File: config.mk
export PLATFORM = sky130hd
export DESIGN_NAME = rv32_load_store_unit
export DESIGN_NICKNAME = d
export VERILOG_FILES = /design/src/rtl/rv32_load_store_unit.sv
export SDC_FILE = /design/constraint.sdc
export NUM_CORES = 1
export LEC_CHECK = 0
export BUFFER_PORTS_ARGS = -buffer_cell sky130_fd_sc_hd__buf_2
export CORE_ASPECT_RATIO = 0.6
export CORE_MARGIN = 4
export CORE_UTILIZATION = 35
export CTS_CLUSTER_DIAMETER = 80
export DETAILED_ROUTE_END_ITERATION = 12
export SLEW_MARGIN = 30
export SYNTH_ARGS = -nofsm -noshare
export SYNTH_HDL_FRONTEND = slang
export SYNTH_SLANG_ARGS = --single-unit
File: constraint.sdc
create_clock -name clk -period 2.4 [get_ports clk]
set_input_delay 0.12 -clock clk [delete_from_list [all_inputs] [get_ports clk]]
set_output_delay 0.12 -clock clk [all_outputs]
set_load 0.02 [all_outputs]
File: src/rtl/rv32_load_store_unit.sv
// RV32I load/store unit between the core and a word-only synchronous memory.
// Optional macro LSU_ALIGN_CHECK_EN turns misaligned half/word accesses into error responses.
module rv32_load_store_unit #(
    parameter logic [31:0] ERR_RDATA = 32'h0000_0000
) (
    input  logic        clk,
    input  logic        rst,
    input  logic        req_valid,
    output logic        req_ready,
    input  logic        req_write,
    input  logic [2:0]  req_funct3,
    input  logic [31:0] req_addr,
    input  logic [31:0] req_wdata,
    output logic        resp_valid,
    output logic [31:0] resp_rdata,
    output logic        resp_error,
    output logic [31:0] mem_addr,
    output logic [31:0] mem_wr_data,
    output logic        mem_wr_ena,
    input  logic [31:0] mem_rd_data
);

    typedef enum logic [2:0] {
        IDLE,
        READ,
        MERGE,
        WRITE,
        RESP
    } state_t;

    state_t      state;
    logic        write_q;
    logic [2:0]  funct3_q;
    logic [31:0] addr_q;
    logic [31:0] wdata_q;
    logic        err_q;

    logic        req_legal;
    logic        req_misaligned;

    // Pick the addressed lane out of a memory word and extend it to 32 bits.
    function automatic logic [31:0] load_extract(input logic [2:0]  f3,
                                                 input logic [1:0]  lane,
                                                 input logic [31:0] word);
        logic [7:0]  b;
        logic [15:0] h;
        logic [31:0] result;
        case (lane)
            2'd0:    b = word[7:0];
            2'd1:    b = word[15:8];
            2'd2:    b = word[23:16];
            default: b = word[31:24];
        endcase
        h = lane[1] ? word[31:16] : word[15:0];
        case (f3)
            3'b000:  result = {{24{b[7]}}, b};
            3'b001:  result = {{16{h[15]}}, h};
            3'b100:  result = {24'h000000, b};
            3'b101:  result = {16'h0000, h};
            default: result = word;
        endcase
        return result;
    endfunction

    // Replace only the addressed byte/half of the word with the store data.
    function automatic logic [31:0] store_merge(input logic [2:0]  f3,
                                                input logic [1:0]  lane,
                                                input logic [31:0] word,
                                                input logic [31:0] data);
        logic [31:0] result;
        result = word;
        if (f3 == 3'b000) begin
            case (lane)
                2'd0:    result[7:0]   = data[7:0];
                2'd1:    result[15:8]  = data[7:0];
                2'd2:    result[23:16] = data[7:0];
                default: result[31:24] = data[7:0];
            endcase
        end else if (lane[1]) begin
            result[31:16] = data[15:0];
        end else begin
            result[15:0] = data[15:0];
        end
        return result;
    endfunction

    always_comb begin
        req_legal      = 1'b0;
        req_misaligned = 1'b0;
        if (req_write) begin
            req_legal = (req_funct3 == 3'b000) || (req_funct3 == 3'b001) ||
                        (req_funct3 == 3'b010);
        end else begin
            req_legal = (req_funct3 == 3'b000) || (req_funct3 == 3'b001) ||
                        (req_funct3 == 3'b010) || (req_funct3 == 3'b100) ||
                        (req_funct3 == 3'b101);
        end
`ifdef LSU_ALIGN_CHECK_EN
        case (req_funct3[1:0])
            2'b01:   req_misaligned = req_addr[0];
            2'b10:   req_misaligned = (req_addr[1:0] != 2'b00);
            default: req_misaligned = 1'b0;
        endcase
`endif
    end

    // Full-word stores skip the read; byte/half stores read-modify-write,
    // reusing wdata_q as the merge buffer once the old word arrives.
    always_ff @(posedge clk) begin
        if (rst) begin
            state    <= IDLE;
            write_q  <= 1'b0;
            funct3_q <= 3'b000;
            addr_q   <= 32'h0;
            wdata_q  <= 32'h0;
            err_q    <= 1'b0;
        end else begin
            case (state)
                IDLE: begin
                    if (req_valid) begin
                        write_q  <= req_write;
                        funct3_q <= req_funct3;
                        addr_q   <= req_addr;
                        wdata_q  <= req_wdata;
                        err_q    <= !req_legal || req_misaligned;
                        if (!req_legal || req_misaligned) begin
                            state <= RESP;
                        end else if (req_write && (req_funct3 == 3'b010)) begin
                            state <= WRITE;
                        end else begin
                            state <= READ;
                        end
                    end
                end
                READ:  state <= write_q ? MERGE : RESP;
                MERGE: begin
                    wdata_q <= store_merge(funct3_q, addr_q[1:0], mem_rd_data, wdata_q);
                    state   <= WRITE;
                end
                WRITE: state <= RESP;
                RESP:  state <= IDLE;
                default: state <= IDLE;
            endcase
        end
    end

    // Outputs are decoded from registered state and forced low during reset,
    // so an abort in WRITE never reaches the memory.
    always_comb begin
        req_ready   = 1'b0;
        resp_valid  = 1'b0;
        resp_error  = 1'b0;
        resp_rdata  = 32'h0;
        mem_addr    = 32'h0;
        mem_wr_data = 32'h0;
        mem_wr_ena  = 1'b0;
        if (!rst) begin
            case (state)
                IDLE: req_ready = 1'b1;
                READ, MERGE: mem_addr = {addr_q[31:2], 2'b00};
                WRITE: begin
                    mem_addr    = {addr_q[31:2], 2'b00};
                    mem_wr_data = wdata_q;
                    mem_wr_ena  = 1'b1;
                end
                RESP: begin
                    resp_valid = 1'b1;
                    resp_error = err_q;
                    if (err_q) begin
                        resp_rdata = ERR_RDATA;
                    end else if (!write_q) begin
                        resp_rdata = load_extract(funct3_q, addr_q[1:0], mem_rd_data);
                    end
                end
                default: req_ready = 1'b0;
            endcase
        end
    end

endmodule

==> impl_metrics.env <==
export IMPL_cts_htree_levels=3
export IMPL_ys_seq_area_share_pct=34.1
export IMPL_holdPathEnd="addr_q[13]$_SDFFE_PP0P_"
export IMPL_hold_violations=0
export IMPL_antenna_found_initial=0
export IMPL_synth_async_reset_ratio_pct=0
export IMPL_yosys_top_cells_count="nand2_1, dfxtp_1, and2_1"
export IMPL_outcome="completed"
export IMPL_fin_area_sq_mm=0.00572
export IMPL_path_cells="buf_4 -> nand2b_1 -> nand2b_1 -> o22ai_1 -> nor3_1 -> buf_2"
export IMPL_grt_first_pass_wirelength_microns=26000
export IMPL_clk_pin_slew_ps=60
export IMPL_yosys_register_bits=72
export IMPL_cp_depth=6
export IMPL_min_from="req_addr[13]"
export IMPL_layout_drive_gt1_share_pct=33.9
export IMPL_worstSetupEndpointType="output pin"
export IMPL_syn_inst=583
export IMPL_cts_max_path_buffers=2
export IMPL_r2r_start="state[1]$_SDFFE_PP0N_"
export IMPL_max_freq_mhz=448
export IMPL_synth_edf_count=0
export IMPL_synthFlopType="dfxtp_1"
export IMPL_dr_pass1_iters=6
export IMPL_fin_tns_setup_ps=0
export IMPL_critical_path_class="reg2out"
export IMPL_hpwl_microns=13500
export IMPL_rows=30
export IMPL_grt_usage_pct=23.9
export IMPL_detail_route_wl_per_cell_microns=18.7
export IMPL_r2r_end="wdata_q[1]$_SDFFE_PP0P_"
export IMPL_die_w_microns=150
export IMPL_n_antenna_cell=0
export IMPL_drc=0
export IMPL_rsz0062_at_grt="no"
export IMPL_synth_area_leaders="dfxtp_1, and2_1, nand2_1, a21oi_1, nor3_1"
export IMPL_drt_iter0_drc=444
export IMPL_grt_util_met1_pct=36.5
export IMPL_cts_buffers=9
export IMPL_gr_usage_met2_pct=31.3
export IMPL_core_sq_mm=0.0116
export IMPL_place_inst=915
export IMPL_placed_cell_area_sq_mm=0.00537
export IMPL_crit_fanout=31
export IMPL_yosysMostFrequentCell="nand2_1"
export IMPL_hold_buffers=0
export IMPL_fin_crit_sh_pct=93.1
export IMPL_leakagePower_nw=2.66
export IMPL_max_stage_delay_ps=420
export IMPL_start_util_pct=36.6
export IMPL_synth_area_sq_mm=0.00423
export IMPL_nNetsFinal=869
export IMPL_reg2reg_slack_ps=460
export IMPL_slew_headroom_pct=50.8
export IMPL_synth_top_area_share_pct=34.1
export IMPL_start_kind="register"
export IMPL_drtAntennaViolNets=0
export IMPL_vias_per_cell=5.29
export IMPL_io_buffers=200
export IMPL_cts_setup_buffers=0
export IMPL_crit_slowest_cell="dfxtp_1"
export IMPL_finalMaxSlewViolations=0
export IMPL_power_density_mw_per_mm2=691
export IMPL_finClkSkew_ps=7.54
export IMPL_peakVddDrop_mv=0.360
export IMPL_yosysTopAreaCell="dfxtp_1"
export IMPL_crit_required_ps=2280
export IMPL_postSynthAreaPerCell_sq_um=7.25
export IMPL_crit_top_cell="nand2b_1"
export IMPL_cap_violations=0
export IMPL_routed_wl_microns=17400
export IMPL_dieArea_sq_mm=0.0140
export IMPL_hp_class="in2reg"
export IMPL_setup_viol=0
export IMPL_hold_path_depth=3
export IMPL_ioPinCount=203
export IMPL_ys_types=40
export IMPL_die_h_microns=93.1
export IMPL_min_period_ps=2230
export IMPL_cts_root_buf="clkbuf_16"
export IMPL_vias=4923
export IMPL_grt_overflow=0
export IMPL_area_delta_synth_final_pct=35.3
export IMPL_grt_use_met3_pct=9.06
export IMPL_cts_tree="yes"
export IMPL_cp_num_buf_inv=2
export IMPL_gp_congestion=0.914
export IMPL_tightest_slew_ps=735
export IMPL_busiest_layer="met1"
export IMPL_ys_warnings_count=0
export IMPL_grt_max_degree=38
export IMPL_first_global_vias=4547
export IMPL_crit_arrival_ps=2110
export IMPL_crit_family="simple AND/OR/NAND/NOR gates"
export IMPL_layout_cells_non_filler=931
export IMPL_fin_hold_ws_ps=18.3
export IMPL_clkLatencyLatePin_ps=330
export IMPL_clock_sinks=72
export IMPL_r2r_cells=4
export IMPL_final_core_util_pct=49.5
==> cell type report <==
cell class              count  area (sq um)
clock buffers              11           243
clock inverters             5           104
fillers                  1207          5840
inverters                  12          45.0
multi-input cells         451          2540
flip-flops and latches     72          1440
well taps                 160           200
repair buffers            220          1150
==> power breakdown <==
group	switching, mW	internal, mW
registers	0.128	1.33
logic	0.585	0.352
clock network	0.509	1.04
total	1.22	2.73
==> sequential cells by signal, indices dropped and copies added (netlist names) <==
register  flops
wdata_q      32
funct3_q      3
state         3
write_q       1
addr_q       32
err_q         1
==> per-stage QoR <==
| step | power (mW) | setup WS [ps] |
|---|---|---|
| finish | 3.95 | 166 |
| global route | 4.14 | 19.3 |
| CTS | 3.97 | 140 |
| detailed placement | 2.40 | 471 |
| global placement | 2.39 | 525 |
| floorplan | 2.03 | 135 |
==> layer usage <==
layer | wire [microns] | part of all wire [%]
met2 | 6790 | 39
met1 | 8360 | 48
met5 | 0 | 0
met3 | 2070 | 12
met4 | 153 | 0.88
==> what timing repair did <==
item,in CTS,in global routing
gates resized for setup,0,1
endpoints found under the setup margin,0,1
endpoints found under the hold margin,0,0
==> cell families (layout without fill, tap and decap cells) <==
family,after synthesis,after routing,share of synthesized area (%)
and+or+nand+nor,298,298,35.1
AOI/OAI and AO/OA,147,147,23.4
DFF,72,72,34.1
buffers and inverters,61,248,6.25
muxes,4,4,1.07
other,1,2,0.0887
==> cells in the final DEF, fill, tap and decap left out, drive strengths merged <==
cell,n
a2111oi,1
a211oi,18
a21boi,1
a21oi,51
a221oi,16
a32o,8
and2,63
and3,2
and3b,1
buf,220
bufinv,3
clkbuf,11
clkinv,2
conb,2
dfxtp,72
inv,12
mux2,4
nand2,103
nand2b,12
nand3,19
nand4,1
nor2,37
nor2b,19
nor3,34
nor4,1
nor4b,1
o211ai,1
o21ai,19
o221a,8
o22ai,24
or2,2
or3,1
or4b,2
==> worst max path at each step <==
stage                                    to                      from  slack, ps
global placement    wdata_q[5]$_SDFFE_PP0P_     state[1]$_SDFFE_PP0N_        530
global route                  resp_rdata[6]  funct3_q[0]$_SDFFE_PP0P_         20
detailed placement  wdata_q[4]$_SDFFE_PP0P_     state[1]$_SDFFE_PP0N_        470
finish                        resp_rdata[2]  funct3_q[1]$_SDFFE_PP0P_        170
floorplan                     resp_rdata[7]     state[1]$_SDFFE_PP0N_        140
CTS                           resp_rdata[7]     state[1]$_SDFFE_PP0N_        140
==> worst min-delay path, stage by stage <==
cell     delay (ps)
buf_2            90
nand2_1          40
a21oi_1          50
(Power assumes the default switching activity.)
